--- src/rtl/div_bus_sequencer_pkg.sv ---
// div_pkg: shared state encoding and constants for div_bus_sequencer.
// Imported by the sequencer top and its register module.
package div_pkg;

  localparam int DIV_W = 8;

  localparam logic [DIV_W-1:0] DIV0_QUOTIENT = 8'hFF;

  typedef enum logic [3:0] {
    IDLE,
    START,
    LOAD_A,
    LOAD_Q,
    LOAD_M,
    WAIT,
    CAP_R,
    CAP_Q,
    RESULT
  } div_seq_state_t;

endpackage

--- src/rtl/div_bus_sequencer_reg.sv ---
// div_bus_sequencer_reg: loadable register with optional serial shift.
// Load has priority; async active-low clear.
module div_bus_sequencer_reg
  import div_pkg::*;
#(
  parameter int W = DIV_W
) (
  input  logic         clk,
  input  logic         rst_n,
  input  logic         load_en,
  input  logic         shift_en,
  input  logic         shift_in,
  input  logic [W-1:0] d,
  output logic [W-1:0] q
);

  // parallel load, else shift left, else hold
  always_ff @(posedge clk or negedge rst_n) begin
    if (!rst_n) begin
      q <= '0;
    end else if (load_en) begin
      q <= d;
    end else if (shift_en) begin
      q <= {q[W-2:0], shift_in};
    end
  end

endmodule

--- src/rtl/div_bus_sequencer.sv ---
// div_bus_sequencer: serialises A/Q/M onto the divider bus and captures R/Q.
// Optional divide-by-zero bypass: define DIVSEQ_DIV0_CHECK_EN.
module div_bus_sequencer
  import div_pkg::*;
#(
  parameter int DATA_W = DIV_W
) (
  input  logic              clk,
  input  logic              rst_n,
  input  logic              in_valid,
  output logic              in_ready,
  input  logic [2*DATA_W-1:0] dividend,
  input  logic [DATA_W-1:0] divisor,
  output logic              out_valid,
  input  logic              out_ready,
  output logic [DATA_W-1:0] quotient,
  output logic [DATA_W-1:0] remainder,
  output logic              div_err,
  output logic              busy,
  output logic              div_enable,
  output logic [DATA_W-1:0] div_inbus,
  input  logic              div_done,
  input  logic [DATA_W-1:0] div_outbus
);

  div_seq_state_t state;

  logic              req_load;
  logic [DATA_W-1:0] a_q;
  logic [DATA_W-1:0] q_q;
  logic [DATA_W-1:0] m_q;

  logic              rem_load;
  logic [DATA_W-1:0] rem_d;
  logic              quo_load;
  logic [DATA_W-1:0] quo_d;

`ifdef DIVSEQ_DIV0_CHECK_EN
  logic err_q;
  logic div0;
  assign div0    = (divisor == '0);
  assign div_err = err_q;
`else
  assign div_err = 1'b0;
`endif

  // in_ready is gated by rst_n so it reads 0 while reset is held
  assign in_ready = rst_n & (state == IDLE);
  assign busy     = (state != IDLE);
  assign req_load = (state == IDLE) & in_valid;

  div_bus_sequencer_reg #(.W(DATA_W)) u_a_reg (
    .clk      (clk),
    .rst_n    (rst_n),
    .load_en  (req_load),
    .shift_en (1'b0),
    .shift_in (1'b0),
    .d        (dividend[2*DATA_W-1:DATA_W]),
    .q        (a_q)
  );

  div_bus_sequencer_reg #(.W(DATA_W)) u_q_reg (
    .clk      (clk),
    .rst_n    (rst_n),
    .load_en  (req_load),
    .shift_en (1'b0),
    .shift_in (1'b0),
    .d        (dividend[DATA_W-1:0]),
    .q        (q_q)
  );

  div_bus_sequencer_reg #(.W(DATA_W)) u_m_reg (
    .clk      (clk),
    .rst_n    (rst_n),
    .load_en  (req_load),
    .shift_en (1'b0),
    .shift_in (1'b0),
    .d        (divisor),
    .q        (m_q)
  );

  // result capture selects: divider bus, or the zero-divisor bypass
  always_comb begin
    rem_load = (state == WAIT) & div_done;
    rem_d    = div_outbus;
    quo_load = (state == CAP_Q);
    quo_d    = div_outbus;
`ifdef DIVSEQ_DIV0_CHECK_EN
    if (state == CAP_R) begin
      rem_load = 1'b1;
      rem_d    = q_q;
      quo_load = 1'b1;
      quo_d    = DATA_W'(DIV0_QUOTIENT);
    end
`endif
  end

  div_bus_sequencer_reg #(.W(DATA_W)) u_rem_reg (
    .clk      (clk),
    .rst_n    (rst_n),
    .load_en  (rem_load),
    .shift_en (1'b0),
    .shift_in (1'b0),
    .d        (rem_d),
    .q        (remainder)
  );

  div_bus_sequencer_reg #(.W(DATA_W)) u_quo_reg (
    .clk      (clk),
    .rst_n    (rst_n),
    .load_en  (quo_load),
    .shift_en (1'b0),
    .shift_in (1'b0),
    .d        (quo_d),
    .q        (quotient)
  );

  // sequencer FSM; bus and strobes are registered one state ahead
  always_ff @(posedge clk or negedge rst_n) begin
    if (!rst_n) begin
      state      <= IDLE;
      div_enable <= 1'b0;
      div_inbus  <= '0;
      out_valid  <= 1'b0;
`ifdef DIVSEQ_DIV0_CHECK_EN
      err_q      <= 1'b0;
`endif
    end else begin
      div_enable <= 1'b0;
      div_inbus  <= '0;
      unique case (state)
        IDLE: begin
          if (in_valid) begin
`ifdef DIVSEQ_DIV0_CHECK_EN
            err_q <= 1'b0;
            if (div0) begin
              state <= CAP_R;
            end else begin
              state      <= START;
              div_enable <= 1'b1;
            end
`else
            state      <= START;
            div_enable <= 1'b1;
`endif
          end
        end
        START: begin
          state     <= LOAD_A;
          div_inbus <= a_q;
        end
        LOAD_A: begin
          state     <= LOAD_Q;
          div_inbus <= q_q;
        end
        LOAD_Q: begin
          state     <= LOAD_M;
          div_inbus <= m_q;
        end
        LOAD_M: begin
          state <= WAIT;
        end
        WAIT: begin
          if (div_done) begin
            state <= CAP_Q;
          end
        end
        CAP_R: begin
          state     <= RESULT;
          out_valid <= 1'b1;
`ifdef DIVSEQ_DIV0_CHECK_EN
          err_q     <= 1'b1;
`endif
        end
        CAP_Q: begin
          state     <= RESULT;
          out_valid <= 1'b1;
        end
        RESULT: begin
          if (out_ready) begin
            state     <= IDLE;
            out_valid <= 1'b0;
          end
        end
        default: begin
          state     <= IDLE;
          out_valid <= 1'b0;
        end
      endcase
    end
  end

endmodule

--- config.mk ---
export PLATFORM = sky130hd
export DESIGN_NAME = div_bus_sequencer
export DESIGN_NICKNAME = d
export VERILOG_FILES = /design/src/rtl/div_bus_sequencer_pkg.sv /design/src/rtl/div_bus_sequencer_reg.sv /design/src/rtl/div_bus_sequencer.sv
export SDC_FILE = /design/constraint.sdc
export NUM_CORES = 1
export LEC_CHECK = 0
export ABC_AREA = 1
export CAP_MARGIN = 20
export CORE_MARGIN = 8
export CORE_UTILIZATION = 35
export DETAILED_ROUTE_END_ITERATION = 12
export REMOVE_ABC_BUFFERS = 1
export SLEW_MARGIN = 25
export SYNTH_ARGS = -nofsm -noshare
export SYNTH_HDL_FRONTEND = slang
export SYNTH_HIERARCHICAL = 1
export SYNTH_SLANG_ARGS = --single-unit
--- constraint.sdc ---
create_clock -name clk -period 3.4 [get_ports clk]
set_clock_uncertainty 0.15 [all_clocks]
set_input_delay 0.51 -clock clk [delete_from_list [all_inputs] [get_ports clk]]
set_output_delay 0.51 -clock clk [all_outputs]
set_load 0.02 [all_outputs]
# After elaboration in Yosys (flattened, before gate mapping)
# Index checks and enable logic that the tools add are counted.
word_totals:
  reg_bits: 54
  latchBits: 0
  mem_bits_rw: 0
  mem_bits_ro: 0
  inputBits: 37
  word_cells: 39
  mem_count: 0
classes:
  n_addsub: 0
  n_mul: 0
  div: 0
  order_cmp: 0
  n_eq_ne: 11
  shift: 0
  mux: 9
  bitwise: 4
  n_reduce_logical: 6
ops:
  columns: ["op", "n"]
  rows:
  - ["one-hot mux 4 bit (8 select lines)", 1]
  - ["one-hot mux 8 bit (3 select lines)", 1]
  - ["equality test 4 x 3 -> 1 bit, second input constant", 4]
  - ["2-to-1 mux 4 bit", 3]
  - ["equality test 4 x 2 -> 1 bit, second input constant", 2]
  - ["!= test 2 bit, second input constant", 3]
  - ["OR reduction 6 bit", 1]
  - ["equality test 4 x 1 -> 1 bit, second input constant", 1]
  - ["equality test 4 bit, second input constant", 1]
  - ["zero test 4 bit", 1]
  - ["nonzero test 4 bit", 1]
  - ["bitwise AND 1 bit", 3]
  - ["2-to-1 mux 1 bit", 3]
  - ["one-hot mux 1 bit (3 select lines)", 1]
  - ["AND reduction 3 bit", 1]
  - ["AND reduction 2 bit", 1]
  - ["OR reduction 2 bit", 1]
  - ["NOT 1 bit", 1]

# Logic depth before layout (Yosys ltp)
depth:
  word_depth: 4
  ltp_mapped: 8
  mapped_depth_nobuf: 7

# By module
# The synthesis kept the hierarchy.
by_module_without_submodules:
  columns: ["mod", "n_inst", "cells_each", "area_each_um2", "seq_area_each_um2"]
  rows:
  - ["div_bus_sequencer_reg", 5, 44, 374.1, 200.2]
  - ["div_bus_sequencer", 1, 92, 695.7, 350.3]

# Worst setup path after synthesis
# Ideal clock, no wire load.
synth_path:
  path_type: "register -> output"
  from: "reg state[3]"
  to: "out in_ready"
  arrival_time_ps: 1241
  required_time_ps: 2740
  path_slack_ps: 1499
  path_stages_with_launch: 5
  path_buffers: 1
  cell_sequence: "dfrtp_1 nor2_1 buf_4 nand2_1 nor2_1"
synth_between:
  elab_chain_len: 2
synth_rtl:
  columns: ["item", "line", "rtl"]
  rows:
  - ["start: declaration", "div_bus_sequencer.sv:26", "div_seq_state_t state;"]
  - ["start signal: assignment", "div_bus_sequencer.sv:121", "state <= IDLE;"]
  - ["start signal: assignment", "div_bus_sequencer.sv:143", "state <= START;"]
  - ["start signal: assignment", "div_bus_sequencer.sv:149", "state <= LOAD_A;"]
  - ["zero test 4 bit", "div_bus_sequencer.sv:48", "assign in_ready = rst_n & (state == IDLE);"]
  - ["bitwise AND 1 bit", "div_bus_sequencer.sv:48", null]
  - ["end: declaration", "div_bus_sequencer.sv:11", "output logic in_ready,"]
# Every way passes these cells.

# Worst setup path in the final report
layout_path:
  from: "reg state[1]"
  to: "out in_ready"
# The elaborated chain is that of the path after synthesis.

==> results.py <==
metrics = {
    "status": {
        "status": "completed",
    },
    "detailed_routing": {
        "ant_nets": 0,
        "drt_iter0_markers": 136,
        "routed_wl_um": 6650,
        "drt_pass1_iterations": 4,
        "via_per_inst": 4.78,
        "vias": 2312,
        "drc_errors": 0,
        "post_drt_wl_per_cell_um": 13.7,
    },
    "timing": {
        "setup_ws_ns": 0.858,
        "fin_crit_sh_pct": 74.8,
        "rsz0062_at_grt": "no",
        "report.final.slew_viol_count": 0,
        "period_minus_slack_ns": 2.54,
        "worst_pin_slew_ns": 0.754,
        "fmax_ghz": 0.393,
        "slew_headroom_pct": 49.6,
        "tns_ns": 0,
        "final-setup-viol-count": 0,
        "timing.hold.ws_ns": 0.192,
        "hold_viol_final": 0,
    },
    "worst_setup_path": {
        "reg2regPathDepth": 6,
        "max_stage_delay_ns": 0.61,
        "crit_chain": "nor2_1 > nand2_1 > nor2_1 > clkdlybuf4s50_1",
        "crit_type": "flop to output pin",
        "reg2reg_to": "u_rem_reg/q[3]",
        "reg2reg_from": "state[1]",
        "endpoint_kind": "output pin",
        "crit_start": "state[1]",
        "path_max_fanout": 5,
        "rrSetupSlack_ns": 1.34,
        "required_ns": 2.74,
        "cp-start-kind": "flop",
        "slowest_stage": "clkdlybuf4s50_1",
        "cp_common_cell": "nor2_1",
        "crit_family": "buffers and inverters",
        "arrival_ns": 1.88,
        "crit_buf_inv": 1,
    },
    "clocking": {
        "cts_made_buffers": 5,
        "tritoncts": "built",
        "cts_root_buf": "clkbuf_8",
        "htree_levels": 2,
        "cts.clk_slew.worst_paths_ns": 0.09,
        "cts_hold_buf": 0,
        "worstSkewPairLatency_ns": 0.31,
        "clock_path_buffers": 2,
        "clock-sinks": 54,
        "post_cts_resized": 0,
        "post_cts_buffers": 0,
    },
    "placed_design": {
        "post-place-ws_ns": 1.20,
        "dp_cells": 476,
        "gp_congestion": 0.787,
        "place_hpwl_um": 4880,
        "port_buffers": 64,
    },
    "pwr": {
        "power.leakage_nw": 1.57,
        "p_per_area_nw_per_um2": 784,
        "ir_drop_mv": 0.230,
    },
    "floorplanning": {
        "rows": 31,
        "io_pins": 66,
        "die_h_um": 102,
        "core_area_um2": 7180,
        "die-area_um2": 10300,
        "die_x_um": 102,
        "start_util_pct": 35.8,
    },
    "layout": {
        "antenna_cells": 0,
        "final_layout_size_suffix_gt1_share_pct": 6.49,
        "area_growth_pct": 32.1,
        "multi_input_area_um2": 1090,
        "nFillCells": 728,
        "final_cells": 484,
        "nets": 421,
        "regArea_um2": 1350,
    },
    "yosys": {
        "synth.avg_cell_area_um2": 8.23,
        "synth_edf_count": 0,
        "ys_warn_count": 6,
        "yosysTopAreaCellShare_pct": 52.7,
        "syn-cell-area_um2": 2570,
        "synth_ff_type": "dfrtp_1",
        "ys_seq_elements": 54,
        "yosys.area.top_type": "dfrtp_1",
        "yosysMostFrequentCell": "nand2_1",
        "yosysSeqAreaShare_pct": 52.7,
        "synth-async-reset-ratio_pct": 100,
        "synth_commonest_cells": "108 x nand2_1, 102 x nand3_1, 54 x dfrtp_1, 10 x inv_1, 9 x nor2_1",
        "syn_inst": 312,
        "yosysUniqueCellTypes": 14,
        "synth.area.top_cells": "dfrtp_1 53%, nand3_1 20%, nand2_1 16%, buf_6 2.2%, nor2_4 2.2%",
    },
    "min_path": {
        "hold_path_class": "primary input to asynchronous set/reset pin",
    },
    "global_routing": {
        "first_global_vias": 2305,
        "grt_max_degree": 55,
        "grt_pass1_wl_um": 11000,
        "antenna_found_initial": 0,
        "grt_overflow": 0,
        "grt_usage_pct": 13.2,
    },
    "job": {
        "cap_violations": 0,
    },
}
layout by cell type, fill, tap and decap left out, types with 2 or more instances in the layout:
master | Yosys | final
nand2_1 | 108 | 108
nand3_1 | 102 | 102
clkdlybuf4s50_1 | 0 | 63
dfrtp_1 | 54 | 54
conb_1 | 1 | 11
inv_1 | 10 | 10
nor2_1 | 9 | 8
clkbuf_8 | 0 | 5
nor2_4 | 5 | 5
inv_2 | 5 | 5
nor2_2 | 2 | 3
buf_4 | 7 | 3
o21ai_0 | 2 | 2
worst register-to-register path, stage by stage, from the launching register on:
cell and delay [ns]:
dfrtp_1 0.44, nor2_2 0.35, nand2_1 0.12, nor2_1 0.60, nor2_4 0.14, nand2_1 0.10, nand3_1 0.07
routing by layer:
layer | GRT usage [%] | wire [µm] | share of wire, %
met5 | 0 | 0 | 0
met4 | 2.41 | 48 | 0.72
met3 | 4.19 | 536 | 8.1
met2 | 20.0 | 2930 | 44
met1 | 18.0 | 3130 | 47
flip-flops by register name, indices dropped and copies added, names as in the netlist:
name	cells
div_enable	1
div_inbus	8
out_valid	1
state	4
u_a_reg/q	8
u_m_reg/q	8
u_q_reg/q	8
u_quo_reg/q	8
u_rem_reg/q	8
final cells by class:
| class | count | area share, % |
|---|---|---|
| Tap cell | 99 | 3.65 |
| Inverter | 15 | 1.66 |
| Timing Repair Buffer | 67 | 19.4 |
| Multi-Input combinational cell | 241 | 32.2 |
| Sequential cell | 54 | 39.9 |
| Clock buffer | 6 | 2.14 |
| Clock inverter | 2 | 1.11 |
per-stage QoR:
step                utilization, %  area [µm²]  power (mW)
global placement              45.7        3280        2.22
floorplan                        -        2490        1.74
detailed placement            45.7        3280        2.24
global route                  47.2        3390        2.85
CTS                           47.2        3390        2.68
finish                        47.2        3390        2.66
worst max path at each step:
stage	end	slack (ns)	cells past startpoint
CTS	in_ready	0.86	4
detailed placement	u_rem_reg/q[3]	1.20	6
global route	in_ready	0.74	4
finish	in_ready	0.86	4
floorplan	u_a_reg/q[6]	0.37	6
global placement	u_rem_reg/q[4]	1.21	6
logic make-up after synthesis:
group / after synthesis / share of synthesized area [%]
DFF: 54 / 52.7
and+or+nand+nor: 227 / 40.1
other: 1 / 0.146
buffers and inverters: 27 / 6.44
AOI/OAI and AO/OA: 3 / 0.683
report_power, final:
group | switching [mW] | total (mW) | internal [mW]
logic | 0.652 | 1.13 | 0.476
registers | 0.192 | 1.09 | 0.900
clock network | 0.218 | 0.438 | 0.220
Note: power is estimated with default switching activity, not from simulation.
